`config.mk`:
```
export PLATFORM = sky130hd
export DESIGN_NAME = soc_ram_dma_master
export DESIGN_NICKNAME = d
export VERILOG_FILES = /design/src/rtl/soc_ram_dma_master.sv
export SDC_FILE = /design/constraint.sdc
export NUM_CORES = 1
export LEC_CHECK = 0
export ABC_AREA = 1
export CORE_MARGIN = 1.5
export CORE_UTILIZATION = 43
export DETAILED_ROUTE_END_ITERATION = 12
export GPL_TIMING_DRIVEN = 1
export HOLD_SLACK_MARGIN = 0.12
export PLACE_DENSITY = 0.84
export SYNTH_ARGS = -nofsm -noshare
export SYNTH_HDL_FRONTEND = slang
export SYNTH_SLANG_ARGS = --single-unit
```
`constraint.sdc`:
```
create_clock -name mclk -period 1.4 [get_ports mclk]
set_input_delay 0.35 -clock mclk [delete_from_list [all_inputs] [get_ports mclk]]
set_output_delay 0.35 -clock mclk [all_outputs]
set_load 0.01 [all_outputs]
```
`src/rtl/soc_ram_dma_master.sv`:
```
// Fill/copy initiator for the single-port 16-bit data RAM. The CPU arbiter owns the port
// whenever ram_gnt=0, so every access strobe is qualified by the grant in the same cycle.
module soc_ram_dma_master #(
   parameter int ADDR_MSB = 6,
   parameter int LEN_MSB  = 6
) (
   input  logic              mclk,
   input  logic              reset_n,
   input  logic              cfg_start,
   input  logic              cfg_abort,
   input  logic              cfg_mode,
   input  logic [ADDR_MSB:0] cfg_src,
   input  logic [ADDR_MSB:0] cfg_dst,
   input  logic [LEN_MSB:0]  cfg_len,
   input  logic [15:0]       cfg_pattern,
   output logic              busy,
   output logic              done,
   output logic [LEN_MSB:0]  words_left,
   input  logic              ram_gnt,
   output logic [ADDR_MSB:0] ram_addr,
   output logic              ram_cen,
   output logic [1:0]        ram_wen,
   output logic [15:0]       ram_din,
   input  logic [15:0]       ram_dout
);

   localparam int ADDR_W = ADDR_MSB + 1;
   localparam int LEN_W  = LEN_MSB + 1;

   typedef enum logic [2:0] {S_IDLE, S_RD, S_CAP, S_WR, S_FIN} state_t;

   state_t            r_state;
   state_t            w_next;
   logic [ADDR_MSB:0] r_src;
   logic [ADDR_MSB:0] r_dst;
   logic [LEN_MSB:0]  r_left;
   logic              r_mode;
   logic [15:0]       r_pat;
   logic [15:0]       r_data;
   logic              w_start;
   logic              w_wr_go;

   assign w_start = (r_state == S_IDLE) && cfg_start && !cfg_abort;
   assign w_wr_go = (r_state == S_WR) && ram_gnt && !cfg_abort;

   always_ff @(posedge mclk or negedge reset_n) begin
      if (!reset_n) r_state <= S_IDLE;
      else          r_state <= w_next;
   end

   always_comb begin
      w_next = r_state;
      case (r_state)
         S_IDLE: if (w_start) w_next = (cfg_len == '0) ? S_FIN : (cfg_mode ? S_RD : S_WR);
         S_RD:   if (ram_gnt) w_next = S_CAP;
         S_CAP:  w_next = S_WR;
         S_WR:   if (ram_gnt) w_next = (r_left == LEN_W'(1)) ? S_FIN : (r_mode ? S_RD : S_WR);
         S_FIN:  w_next = S_IDLE;
         default: w_next = S_IDLE;
      endcase
      if (cfg_abort && r_state != S_IDLE) w_next = S_IDLE;
   end

   // words_left is left untouched on abort so software can see how far the transfer got
   always_ff @(posedge mclk or negedge reset_n) begin
      if (!reset_n) begin
         r_src  <= '0;
         r_dst  <= '0;
         r_left <= '0;
         r_mode <= 1'b0;
         r_pat  <= '0;
         r_data <= '0;
      end else begin
         if (w_start) begin
            r_src  <= cfg_src;
            r_dst  <= cfg_dst;
            r_left <= cfg_len;
            r_mode <= cfg_mode;
            r_pat  <= cfg_pattern;
         end
         if (r_state == S_CAP) r_data <= ram_dout;
         if (w_wr_go) begin
            r_src  <= r_src + ADDR_W'(1);
            r_dst  <= r_dst + ADDR_W'(1);
            r_left <= r_left - LEN_W'(1);
         end
      end
   end

   always_comb begin
      busy     = (r_state != S_IDLE);
      done     = (r_state == S_FIN);
      ram_cen  = 1'b1;
      ram_wen  = 2'b11;
      ram_addr = '0;
      ram_din  = '0;
      case (r_state)
         S_RD: begin
            ram_addr = r_src;
            if (ram_gnt && !cfg_abort) ram_cen = 1'b0;
         end
         S_WR: begin
            ram_addr = r_dst;
            ram_din  = r_mode ? r_data : r_pat;
            if (ram_gnt && !cfg_abort) begin
               ram_cen = 1'b0;
               ram_wen = 2'b00;
            end
         end
         default: ;
      endcase
   end

   assign words_left = r_left;

endmodule
```
; Word level (Yosys, flattened, before mapping)
; Cells that the tools add are included.
[totals]
register_bits = 57
latch_bits = 0
ramBits = 0
romBits = 0
inputBits = 59
output_inout_bits = 35
wordCells = 53
n_memories = 0
[op_classes]
addsub = 3
multipliers = 0
div_mod_pow = 0
magnitude_cmp = 0
n_eq_ne = 8
shifts = 0
muxes = 22
bitwise = 0
reduce_logical = 13
[ops]
columns = cell, n
row1 = 7-bit two-way mux, 6
row2 = 16-bit two-way mux, 2
row3 = 3-bit two-way mux, 6
row4 = "7-bit by 1-bit adder with 7-bit output, second input constant", 2
row5 = 7-bit case mux with 2 select lines, 1
row6 = 3-bit case mux with 4 select lines, 1
row7 = 2-bit two-way mux, 4
row8 = "7-bit by 1-bit equality test with 1-bit output, second input constant", 1
row9 = 7-bit zero test, 1
row10 = "7-bit by 1-bit subtractor with 7-bit output, second input constant", 1
row11 = "3-bit by 2-bit equality test with 1-bit output, second input constant", 2
row12 = 1-bit logical AND, 6
row13 = "3-bit by 2-bit inequality test with 1-bit output, second input constant", 2
row14 = "3-bit by 1-bit equality test with 1-bit output, second input constant", 1
row15 = "3-bit equality test, second input constant", 1
row16 = 3-bit zero test, 1
row17 = "3-bit inequality test, second input constant", 1
row18 = 3-bit AND reduction, 1
row19 = 3-bit nonzero test, 1
row20 = 1-bit two-way mux, 2
row21 = 2-bit nonzero test, 1
row22 = 2-bit OR reduction, 1
row23 = 1-bit zero test, 1

; Depth between registers and ports, before layout
[logic_depth]
word_depth = 6
mapped_depth = 9
depth_no_buf = 9

; Worst setup path after synthesis
; OpenSTA, ideal clock, no wires.
[synth_path]
path_type = flip-flop to output port
startpoint = register r_state[1]
endpoint = output ram_din[10]
arrival_time_ps = 1071
slack_ps = -21
stages_incl_launch_ff = 7
path_buffers = 2
path_cell_list = dfrtp_1 > nand2_1 > nor2_4 > buf_2 > buf_4 > nand2_1 > inv_1
[synth_between]
elab_chain_cells = 2
[synth_rtl]
columns = element, line
row1 = start: declaration, 32  ; state_t r_state;
row2 = start signal: assignment, 48  ; else r_state <= w_next;
row3 = 3-bit by 2-bit equality test with 1-bit output, 97  ; case (r_state)
row4 = 16-bit two-way mux, 97
row5 = end: declaration, 23  ; output logic [15:0] ram_din,
; No other way between the ends.

; Worst setup path in the final report
[layout_path]
startpoint = register r_mode
endpoint = output ram_din[14]
[layout_between]
elab_chain_cells = 2
[layout_rtl]
columns = element, line
row1 = start: declaration, 37  ; logic r_mode;
row2 = start signal: assignment, 78  ; r_mode <= cfg_mode;
row3 = 16-bit two-way mux, 104  ; ram_din = r_mode ? r_data : r_pat;
row4 = 16-bit two-way mux, 97
; No other way between the ends.

==> flow_summary_export.csv <==
group,metric,value,unit
timing,worst_pin_slew,472,ps
finish,instances_no_fill,728,
timing,max_freq,472,MHz
grt,grt_pass1_vias,3945,
drt,totalWireLength,15700,um
synthesis,synth_ff_type,"dfrtp_1",
synthesis,ys_ff_latch,57,
setup_path,worstSetupPathType,"reg -> out",
finish,design_area,6080,sq um
outcome,violations,"setup timing",
finish,antennaDiodeCount,0,
setup_path,crit_arrival,1770,ps
timing,fin_crit_sh,151,%
synthesis,synth_area_leaders,"dfrtp_1, nand2_1, inv_1, mux2_2, nand3_1",
clocking,cts.path.max_buffers,2,
grt,grt_start_max_net_pins,58,
pwr,p_leak,3.07,nW
timing,postLayoutSetupSlackWorst,-717,ps
clocking,clk_pin_slew,70,ps
setup_path,required,1050,ps
finish,n_fill_cell,373,
floorplan,die-area,8130,sq um
place,port-buffer-count,93,
timing,report.final.slew_viol_count,0,
timing,finClkSkew,8.85,ps
clocking,h-tree-depth,3,
clocking,cts-root-buf,"clkbuf_8",
floorplan,start_util,44.8,%
flow_run,drv_cap,0,
setup_path,critPathLaunchType,"flip-flop",
pwr,ir_drop,0.00108,V
floorplan,die_h,90.1,um
drt,avgViaCountPerCell,5.73,
synthesis,yosys-top-cells-count,"nand2_1, dfrtp_1, inv_1",
floorplan,fp-row-count,31,
clocking,cts_buffers,9,
place,dp_hpwl,6820,um
drt,vias,4168,
setup_path,reg2regPathDepth,12,
synthesis,syn-cell-area,3270,sq um
timing,finalCriticalPeriod,2120,ps
drt,drc,0,
drt,drt.antenna.violating_nets,0,
synthesis,yosysUniqueCellTypes,28,
synthesis,syn_nets,490,
hold_path,min_path_cells,2,
setup_path,endpoint_kind,"primary output",
floorplan,fp.dieW,90.1,um
grt,grt_antenna_before_repair,0,
drt,post_drt_wl_per_cell,21.5,um
synthesis,synth_edf_count,0,
drt,firstDrtPassIters,5,
timing,hold_ws,499,ps
grt,grt_pass1_wl,20100,um
pwr,powerDensity,2040,nW/um^2
pwr,p_total,12.4,mW
finish,layout.nets,687,
timing,rsz0062_at_grt,"yes",
synthesis,synth_largest_area_cell,"dfrtp_1",
synthesis,synth_top_area_share,43.7,%
place,gp_congestion,0.825,
finish,syn_to_final_growth,86.1,%
finish,drive_gt1_share,46.3,%
outcome,outcome,"complete, but fails checks",
finish,multi_input_area,2000,sq um
grt,globalRouteTotalUtil,31.7,%
timing,relSlewSlack,68.5,%
synthesis,yosysWarnings,0,
synthesis,async_reset_ff_share,100,%
place,post-place-cells,665,
timing,hold_viol,0,
grt,grt_overflow,0,
clocking,cts.sinks,57,
floorplan,core,7290,sq um
synthesis,synthMostInstantiatedCell,"nand2_1",
drt,drt_first_iter_violations,390,
place,dpl_cell_area,4730,sq um
floorplan,pin_count,94,
finish,fin_util,83.3,%
setup_path,worstPathMaxFanout,10,
timing,finalSetupViolCount,85,
hold_path,hp-class,"reg -> reg",
finish,seqCellArea,1430,sq um
synthesis,syn-instance-count,427,
synthesis,syn_area_per_cell,7.65,sq um
clocking,cts_tree,"done",
synthesis,yosysSeqAreaShare,43.7,%
setup_path,regToRegSetupSlack,-540,ps
clocking,worstSkewPairLatency,350,ps
[metal layers]
layer,wire length [um],global-route usage (%),vias up
li1,-,-,1732
met1,5540,38.4,1983
met2,7670,53.6,331
met3,1250,4.91,122
met4,1200,17.5,0
met5,0,0,-
[logic make-up (layout without fill, tap and decap cells)]
group | Yosys count | after routing | synth area share [%]
mux | 16 | 16 | 5.52
flops | 57 | 57 | 43.7
buf+inv | 75 | 276 | 10.6
simple gates | 234 | 235 | 29.4
fa+ha+maj | 4 | 4 | 1.53
compound gates | 40 | 40 | 9.00
xor+xnor | 1 | 1 | 0.268
[flip-flops by register name (all words and copies together), names as in the netlist]
register    count
r_src           7
r_dst           7
r_state         3
words_left      7
r_pat          16
r_mode          1
r_data         16
[power breakdown]
| group | switching [mW] | internal (mW) | total (mW) | leakage, nW |
|---|---|---|---|---|
| clock network | 0.757 | 0.994 | 1.75 | 0.106 |
| registers | 0.664 | 2.44 | 3.11 | 0.688 |
| logic | 3.87 | 3.65 | 7.52 | 2.28 |
| total | 5.29 | 7.09 | 12.4 | 3.07 |
[cells in the final DEF, fill, tap and decap left out, types with 15 or more instances in the layout]
cell type	n
nor2_1	16
nand2_1	115
dfrtp_1	57
nand2_2	44
buf_6	34
nand3_1	25
buf_4	59
mux2_2	15
nand2_4	17
inv_1	46
clkdlybuf4s50_1	55
[critical path: stages, from the launching register on]
cell	delay, ps
dfrtp_1	460
clkinv_1	160
buf_4	210
nand2_1	130
nand2_1	100
nand2_1	80
inv_1	60
clkdlybuf4s15_2	230
[path summary, 6_finish.rpt]
| path | start | end |
|---|---|---|
| max reg2reg | r_state[0]$_DFFE_PN0P_ | words_left[3]$_DFFE_PN0P_ |
| max in group asynchronous | reset_n | r_src[5]$_DFFE_PN0P_ |
| min | r_pat[6]$_DFFE_PN0P_ | r_pat[6]$_DFFE_PN0P_ |
| min reg2reg | r_pat[6]$_DFFE_PN0P_ | r_pat[6]$_DFFE_PN0P_ |
| max | r_mode$_DFFE_PN0P_ | ram_din[14] |
| min in group asynchronous | reset_n | words_left[0]$_DFFE_PN0P_ |
[stage by stage]
stage	setup TNS (ps)	setup WS, ps
after floorplan	0	6.19
after global placement	-27970	-592
after detailed placement	-30840	-603
after CTS	-28680	-558
after global routing	-41620	-735
final	-39930	-717
[cell type report]
cell class / instances / area share [%]
Clock buffer: 10 / 2.10
Clock inverter: 6 / 1.36
Inverter: 60 / 4.47
Multi-Input combinational cell: 296 / 32.9
Sequential cell: 57 / 23.5
Tap cell: 99 / 2.04
Timing Repair Buffer: 198 / 33.3
Timing Repair inverter: 2 / 0.288
[what timing repair did]
item,CTS,global route
hold buffers,1,0
pin swaps,30,36
setup endpoints to repair,92,88
hold endpoints to repair,57,0
setup buffers,31,17
gates resized for setup,209,129
gates cloned,8,2
No activity file was read; power rests on OpenSTA's default activity.
